### src/rtl/speedhandler_pkg.sv
// Shared constants for the DShot150 speed handler.
// Frame field positions, special-command limit and default timing.
package speedhandler_pkg;

  localparam int DEF_CLKS_PER_US   = 16;
  localparam int DEF_BIT_THRESHOLD = 60;
  localparam int DEF_FRAME_TIMEOUT = 160;

  localparam int FRAME_BITS    = 16;
  localparam int THR_MSB       = 15;
  localparam int THR_LSB       = 5;
  localparam int TLM_BIT       = 4;
  localparam int CRC_MSB       = 3;
  localparam int SPECIAL_LIMIT = 48;

  typedef enum logic {
    RX_IDLE,
    RX_FRAME
  } rx_state_e;

  function automatic logic [3:0] crc4(input logic [11:0] v);
    return v[3:0] ^ v[7:4] ^ v[11:8];
  endfunction

endpackage

### src/rtl/speedhandler_bit_rx.sv
// DShot line receiver: synchronizer, level timing, bit and frame strobes.
// A frame is aborted when the line sits at one level too long mid-frame.
import speedhandler_pkg::*;

module dshot_bit_rx #(
  parameter int CLKS_PER_US   = DEF_CLKS_PER_US,
  parameter int BIT_THRESHOLD = DEF_BIT_THRESHOLD,
  parameter int FRAME_TIMEOUT = DEF_FRAME_TIMEOUT
) (
  input  logic clk,
  input  logic rst,
  input  logic dshot_pin,
  output logic bit_valid,
  output logic bit_val,
  output logic frame_done,
  output logic processing
);

  // Level counter saturates one microsecond past the timeout.
  localparam int CNT_MAX = FRAME_TIMEOUT + CLKS_PER_US;
  localparam int CNT_W   = $clog2(CNT_MAX + 1);
  localparam logic [CNT_W-1:0] CNT_SAT = CNT_W'(CNT_MAX);
  localparam logic [CNT_W-1:0] THR_C   = CNT_W'(BIT_THRESHOLD);
  localparam logic [CNT_W-1:0] TO_C    = CNT_W'(FRAME_TIMEOUT);
  localparam logic [4:0] LAST_BIT = 5'(FRAME_BITS - 1);

  logic [1:0] sync_q;
  logic prev_q;
  logic [CNT_W-1:0] cnt_q, cnt_d;
  logic [4:0] bit_cnt_q, bit_cnt_d;
  rx_state_e state_q, state_d;
  logic rise, fall;

  always_ff @(posedge clk or posedge rst) begin
    if (rst) begin
      sync_q    <= '0;
      prev_q    <= 1'b0;
      cnt_q     <= '0;
      bit_cnt_q <= '0;
      state_q   <= RX_IDLE;
    end else begin
      sync_q    <= {sync_q[0], dshot_pin};
      prev_q    <= sync_q[1];
      cnt_q     <= cnt_d;
      bit_cnt_q <= bit_cnt_d;
      state_q   <= state_d;
    end
  end

  always_comb begin
    rise = sync_q[1] & ~prev_q;
    fall = ~sync_q[1] & prev_q;
    // cnt_q equals the clocks spent at the current level
    if (rise || fall)
      cnt_d = CNT_W'(1);
    else if (cnt_q == CNT_SAT)
      cnt_d = cnt_q;
    else
      cnt_d = cnt_q + CNT_W'(1);
  end

  always_comb begin
    state_d    = state_q;
    bit_cnt_d  = bit_cnt_q;
    bit_valid  = 1'b0;
    frame_done = 1'b0;
    bit_val    = (cnt_q > THR_C);
    case (state_q)
      RX_IDLE: begin
        if (rise) begin
          state_d   = RX_FRAME;
          bit_cnt_d = '0;
        end
      end
      RX_FRAME: begin
        if (fall) begin
          bit_valid = 1'b1;
          if (bit_cnt_q == LAST_BIT) begin
            frame_done = 1'b1;
            bit_cnt_d  = '0;
            state_d    = RX_IDLE;
          end else begin
            bit_cnt_d = bit_cnt_q + 5'd1;
          end
        end else if (cnt_q > TO_C) begin
          bit_cnt_d = '0;
          state_d   = RX_IDLE;
        end
      end
      default: state_d = RX_IDLE;
    endcase
  end

  assign processing = (state_q == RX_FRAME);

endmodule

### src/rtl/speedhandler.sv
// DShot150 frame decoder: shift register, CRC check and output registers.
// Decoding happens one clock after the frame-done strobe.
import speedhandler_pkg::*;

module speedhandler #(
  parameter int CLKS_PER_US   = DEF_CLKS_PER_US,
  parameter int BIT_THRESHOLD = DEF_BIT_THRESHOLD,
  parameter int FRAME_TIMEOUT = DEF_FRAME_TIMEOUT
) (
  input  logic       clk,
  input  logic       rst,
  input  logic       dshotPin,
  output logic [7:0] outputSpeed,
  output logic [5:0] specialCommand,
  output logic       isSpecialCommand,
  output logic       isValidSpeed,
  output logic       CRCValid,
  output logic       telemetryBit,
  output logic       processing
);

  logic bit_valid, bit_val, frame_done;

  dshot_bit_rx #(
    .CLKS_PER_US  (CLKS_PER_US),
    .BIT_THRESHOLD(BIT_THRESHOLD),
    .FRAME_TIMEOUT(FRAME_TIMEOUT)
  ) u_rx (
    .clk       (clk),
    .rst       (rst),
    .dshot_pin (dshotPin),
    .bit_valid (bit_valid),
    .bit_val   (bit_val),
    .frame_done(frame_done),
    .processing(processing)
  );

  logic [15:0] shift_q, shift_d;
  logic done_q, done_d;
  logic [7:0] speed_q, speed_d;
  logic [5:0] cmd_q, cmd_d;
  logic is_spec_q, is_spec_d;
  logic valid_q, valid_d;
  logic crc_q, crc_d;
  logic tlm_q, tlm_d;

  logic [10:0] throttle;
  logic crc_ok, thr_zero, thr_spec, thr_speed;

  always_ff @(posedge clk or posedge rst) begin
    if (rst) begin
      shift_q   <= '0;
      done_q    <= 1'b0;
      speed_q   <= '0;
      cmd_q     <= '0;
      is_spec_q <= 1'b0;
      valid_q   <= 1'b0;
      crc_q     <= 1'b0;
      tlm_q     <= 1'b0;
    end else begin
      shift_q   <= shift_d;
      done_q    <= done_d;
      speed_q   <= speed_d;
      cmd_q     <= cmd_d;
      is_spec_q <= is_spec_d;
      valid_q   <= valid_d;
      crc_q     <= crc_d;
      tlm_q     <= tlm_d;
    end
  end

  always_comb begin
    shift_d   = bit_valid ? {shift_q[14:0], bit_val} : shift_q;
    done_d    = frame_done;
    throttle  = shift_q[THR_MSB:THR_LSB];
    crc_ok    = crc4(shift_q[THR_MSB:TLM_BIT]) == shift_q[CRC_MSB:0];
    thr_zero  = (throttle == 11'd0);
    thr_spec  = !thr_zero && (throttle < 11'(SPECIAL_LIMIT));
    thr_speed = (throttle >= 11'(SPECIAL_LIMIT));
    speed_d   = speed_q;
    cmd_d     = cmd_q;
    is_spec_d = is_spec_q;
    valid_d   = valid_q;
    crc_d     = crc_q;
    tlm_d     = tlm_q;
    if (done_q) begin
      crc_d = crc_ok;
      if (crc_ok) begin
        tlm_d = shift_q[TLM_BIT];
        unique case (1'b1)
          thr_zero: begin
            speed_d   = '0;
            valid_d   = 1'b1;
            is_spec_d = 1'b0;
          end
          thr_spec: begin
            cmd_d     = throttle[5:0];
            is_spec_d = 1'b1;
            valid_d   = 1'b0;
          end
          thr_speed: begin
            speed_d   = throttle[10:3];
            valid_d   = 1'b1;
            is_spec_d = 1'b0;
          end
          default: ;
        endcase
      end
    end
  end

  assign outputSpeed      = speed_q;
  assign specialCommand   = cmd_q;
  assign isSpecialCommand = is_spec_q;
  assign isValidSpeed     = valid_q;
  assign CRCValid         = crc_q;
  assign telemetryBit     = tlm_q;

endmodule

### config.mk
export PLATFORM = sky130hd
export DESIGN_NAME = speedhandler
export DESIGN_NICKNAME = d
export VERILOG_FILES = /design/src/rtl/speedhandler_pkg.sv /design/src/rtl/speedhandler_bit_rx.sv /design/src/rtl/speedhandler.sv
export SDC_FILE = /design/constraint.sdc
export NUM_CORES = 1
export LEC_CHECK = 0
export CORE_ASPECT_RATIO = 1.1
export CORE_MARGIN = 4
export CORE_UTILIZATION = 51
export CTS_CLUSTER_SIZE = 25
export DETAILED_ROUTE_END_ITERATION = 7
export PLACE_DENSITY = 0.72
export SLEW_MARGIN = 20
export SYNTH_ARGS = -nofsm -noshare
export SYNTH_HDL_FRONTEND = slang
export SYNTH_HIERARCHICAL = 1
export SYNTH_SLANG_ARGS = --single-unit
### constraint.sdc
create_clock -name clk -period 2.1 [get_ports clk]
set_clock_uncertainty 0.1 [all_clocks]
set_input_delay 0.42 -clock clk [delete_from_list [all_inputs] [get_ports clk]]
set_output_delay 0.42 -clock clk [all_outputs]
set_load 0.005 [all_outputs]
---- Word-level counts from Yosys, hierarchy flattened ----
Index checks and enable logic that the tools add are counted.
operators by class
  reduce and logical (&&, ||, !) cells .... 12
  $add $sub $neg .......................... 2
  mux-type cells .......................... 20
  bitwise logic cells ..................... 7
  eq/ne operators ......................... 6
  magnitude comparators ................... 4
operators with widths
  kind                   number
  $mux W5                4
  $mux W8                2
  $pmux W8 S2            1
  $ge A11 B6 Y1 const B  1
  $logic_not A11 Y1      1
  $lt A11 B6 Y1 const B  1
  $pmux W5 S2            1
  $mux W1                9
  $reduce_and A3 Y1      3
  $add A8 B1 Y8 const B  1
  $eq A8 B8 Y1 const B   1
  $gt A8 B6 Y1 const B   1
  $gt A8 B8 Y1 const B   1
  $xor A4 B4 Y4          2
  $pmux W1 S2            3
  $add A5 B1 Y5 const B  1
  $eq A5 B4 Y1 const B   1
  $eq A4 B4 Y1           1
  $ne A2 B1 Y1 const B   2
  $reduce_and A2 Y1      2
  $reduce_bool A2 Y1     2
  $ne A3 B3 Y1 const B   1
  $not A1 Y1             3
  $and A1 B1 Y1          2
  4 further kinds        4
word-level totals
  output and inout port bits .............. 19
  bits of input ports ..................... 3
  logic and storage cells ................. 64
  register bits after elaboration ......... 52

---- Logic depth before layout (Yosys ltp) ----
  word-level depth ........................ 5
  gate-level depth with buffers ........... 7
  depth with buffers taken out ............ 7

---- By module ----
The synthesis kept the hierarchy.
modules (own cells, without submodules)
  module        area each (um^2)  seq. area each (um^2)  instances  cells each
  speedhandler  1458.9            875.8                  1          98
  dshot_bit_rx  894.6             425.4                  1          80

---- Worst setup path before layout ----
Ideal clock, no wire load.
  kind .................................... reg2reg
  start point ............................. register u_rx.sync_q[1]
  end point ............................... register shift_q[0]
  arrival time ............................ 1.863 ns
  setup time .............................. 0.125 ns
  clock period less this slack ............ 2.088 ns
  buffers on the path ..................... 2
  cell stages (with the launch flop) ...... 8
  required time ........................... 1.875 ns
  slack ................................... 0.012 ns
  cells stage by stage .................... dfrtp_1 -> inv_1 -> ha_1 -> nand2_1 -> inv_1 -> clkbuf_1 -> clkbuf_1 -> mux2_2
on the way
  longest elaborated chain between the ends .. 4
RTL lines
  what                      RTL line                   source
  start: declaration        speedhandler_bit_rx.sv:27  logic [1:0] sync_q;
  start signal: assignment  speedhandler_bit_rx.sv:42  sync_q <= {sync_q[0], dshot_pin};
  $not A1 Y1                speedhandler_bit_rx.sv:52  fall = ~sync_q[1] & prev_q;
  $and A1 B1 Y1             speedhandler_bit_rx.sv:52
  $mux W1                   speedhandler_bit_rx.sv:76  if (fall) begin
  $mux W1                   speedhandler_bit_rx.sv:68  case (state_q)
  named net bit_valid       speedhandler.sv:22         logic bit_valid, bit_val, frame_done;
  end signal: assignment    speedhandler.sv:61         shift_q <= shift_d;
  end: declaration          speedhandler.sv:38         logic [15:0] shift_q, shift_d;
The timed path passes the listed nets, and every way through them passes these cells.
A chain may end at the register's enable or synchronous reset.

---- Worst setup path after layout ----
  start point ............................. register shift_q[11]
  end point ............................... register tlm_q (netlist: telemetryBit)
on the way
  longest elaborated chain between the ends .. 4
RTL lines
  what                         RTL line                source
  $xor A4 B4 Y4 (2 in a row)   speedhandler_pkg.sv:22  return v[3:0] ^ v[7:4] ^ v[11:8];
  $eq A4 B4 Y1                 speedhandler.sv:76      crc_ok = crc4(shift_q[THR_MSB:TLM_BIT]) == shift_q[CRC_MSB:0];
  $reduce_and A2 Y1 (no line)  -
  end signal: assignment       speedhandler.sv:68      tlm_q <= tlm_d;
  end: declaration             speedhandler.sv:45      logic tlm_q, tlm_d;
Every way passes these cells.

==> impl_metrics.toml <==
[layout]
layout_commonest_cell = "dfrtp_1"
drive_gt1_frac = 0.250
final_cell_mix = "dfrtp_1, mux2_2, clkdlybuf4s50_1"
syn2layout_area_growth_pct = 18.3
final_core_utilization = 0.636
stdcell_area_sq_um = 2790
diodes = 0
fin_nets = 215

[clock_network]
cts.sinks = 52
post_cts_buffers = 0
cts-buffers-inserted = 5
insertion_delay_ns = 0.30
cts_root_buf = "clkbuf_8"
cts_tree = "yes"
clockBufferDepth = 2
clk_transition_reported_paths_ns = 0.09
h-tree-depth = 2

[routing]
drtAntennaViolNets = 0
firstDrtPassIters = 4
drt-total-wl_microns = 4150
drc_errors = 0
drtIter0Drc = 86
via_count = 1458
wl_per_cell_microns = 15.8
drt-vias-per-instance = 5.56

[synthesis]
netlist_instances = 178
synthFlopType = "dfrtp_1"
syn_area_sq_um = 2350
yosysWarnings = 6
syn_area_per_cell_sq_um = 13.2
ys_seq_area_frac = 0.553
async_reset_ff_frac = 1.00
syn-num-nets = 186
synth_seq_cells = 52
ys_types = 42
synth_edf_count = 0

[global_route]
grt_pass1_vias = 1534
grt_antenna_before_repair = 0
grt_pass1_wl_microns = 7090
grt_max_degree = 36
overflow = 0
grt_use_total = 0.159

[job]
drv_cap = 0

[power_and_ir_drop]
total_leakage_power_nw = 1.35
p_per_area_nw_per_um2 = 720
ir_drop_v = 0.000501

[worst_setup_path]
required_ns = 2.20
r2r_start = "shift_q[11]$_DFFE_PP0P_"
start_kind = "flip-flop"
r2r_slack_ns = 0.18
worstSetupPathType = "reg -> reg"
crit_top_cell = "xnor2_1"
max_stage_delay_ns = 0.46
ff2ff_path_depth = 5
slowest_stage = "dfrtp_1"
worstPathArrival_ns = 2.02
reg2reg_to = "telemetryBit$_DFFE_PP0P_"
crit_fanout = 8
end_kind = "flip-flop"
worstSetupStartpoint = "shift_q[11]$_DFFE_PP0P_"
path_cells = "xnor2_1 > xnor2_1 > nor3_2 > and3_2 > mux2_2"

[min_path]
hold_class = "reg -> reg"
min_path_cells = 0
hold_path_end = "u_rx/sync_q[1]$_DFF_PP0_"
holdCritStartpoint = "u_rx/sync_q[0]$_DFF_PP0_"

[timing]
max_slew_margin = 0.571
hold_viol = 0
finalSetupTns_ns = 0
slew_viol_final = 0
finalSetupViolations = 0
finalCriticalPeriod_ns = 1.92
fin_crit_sh = 0.915
setup_ws_ns = 0.179
rsz0062_at_grt = "no"
fmax_mhz = 521
tightest_slew_ns = 0.642

[place]
post-place-ws_ns = 0.0892
dpl_cell_area_sq_um = 2660
port_buffers = 21
dp_hpwl_microns = 2970
place.gp.congestion = 0.841

[floorplan]
fp.dieH_microns = 79.2
io_pins = 22
initial_utilization = 0.537
dieArea_sq_um = 5770
die_x_microns = 72.8
core-area_sq_um = 4380
rows = 25

[status]
outcome = "finished clean"
repair_timing:
item | CTS | global route
hold buffers | 0 | 0
setup endpoints to repair | 0 | 7
gates resized for setup | 0 | 3
critical path, delay by kind of cell, from the launching register on:
kind	cells	cell delay (ns)
multiplexers	1	0.36
XOR/XNOR	2	0.35
AND/OR/NAND/NOR	2	0.54
flip-flops	1	0.46
kinds of logic after synthesis:
kind of cell	Yosys count	share of synthesized area
muxes	28	0.133
and+or+nand+nor	38	0.114
adders and majority gates	5	0.0266
DFF	52	0.553
AOI/OAI and AO/OA	22	0.0776
buffers and inverters	15	0.0287
xor gates and xnor gates	18	0.0670
cell usage after synthesis (2+ instances only):
cell / count / area (sq um)
a21o_1: 3 / 22.5
a21oi_1: 3 / 15.0
a32o_1: 4 / 40.0
and2_1: 5 / 31.3
and4_1: 2 / 17.5
clkbuf_1: 2 / 7.51
dfrtp_1: 52 / 1300
ha_1: 5 / 62.6
inv_1: 11 / 41.3
mux2_2: 27 / 304
nand2_1: 6 / 22.5
nand3_1: 4 / 20.0
nand4_1: 2 / 12.5
nor2_1: 3 / 11.3
nor2b_1: 2 / 12.5
nor3b_1: 3 / 22.5
nor4_1: 2 / 12.5
o21a_1: 2 / 15.0
xnor2_1: 13 / 114
xor2_1: 5 / 43.8
metrics by stage:
| stage | std cells | hold slack (ns) | power (mW) |
|---|---|---|---|
| global route | 262 | 0.272 | 2.10 |
| global placement | 254 | 0.242 | 1.30 |
| floorplan | 178 | 0.231 | 1.25 |
| detailed placement | 254 | 0.248 | 1.31 |
| finish | 262 | 0.265 | 2.01 |
| CTS | 262 | 0.271 | 2.03 |
routing by layer:
| layer | routed length, microns | track usage | up-vias |
|---|---|---|---|
| met3 | 133 | 0.0316 | 7 |
| met1 | 1660 | 0.175 | 739 |
| met2 | 2290 | 0.295 | 26 |
| met5 | 0 | 0 | - |
| met4 | 68 | 0.0590 | 0 |
| li1 | - | - | 686 |
registers in the layout, summed over array words and instances (netlist names):
register,flops
u_rx/sync_q,2
shift_q,16
done_q,1
isSpecialCommand,1
u_rx/cnt_q,8
isValidSpeed,1
u_rx/prev_q,1
u_rx/bit_cnt_q,5
specialCommand,6
u_rx/processing,1
telemetryBit,1
outputSpeed,8
CRCValid,1
where the power goes:
group	switching (mW)	leakage, nW	internal (mW)
sequential	0.0627	0.704	1.05
combinational	0.0874	0.580	0.0943
clock	0.322	0.0614	0.390
total	0.472	1.35	1.53
worst max path at each step:
stage                                                to  slack [ns]  cells past startpoint
after floorplan                  shift_q[0]$_DFFE_PP0P_        0.01                      7
after global placement    specialCommand[2]$_DFFE_PP0P_        0.12                      5
after detailed placement  specialCommand[4]$_DFFE_PP0P_        0.09                      5
after CTS                 specialCommand[4]$_DFFE_PP0P_        0.07                      5
after global routing           telemetryBit$_DFFE_PP0P_        0.03                      5
final                          telemetryBit$_DFFE_PP0P_        0.18                      5
cell type report:
| cell class | instances | area, sq um |
|---|---|---|
| repair buffers | 26 | 260 |
| fillers | 348 | 1590 |
| flip-flops and latches | 52 | 1300 |
| clock inverters | 2 | 38.8 |
| multi-input cells | 111 | 993 |
| well taps | 54 | 67.6 |
| inverters | 11 | 41.3 |
| clock buffers | 6 | 82.6 |
Power figures use the tool's default switching activity.
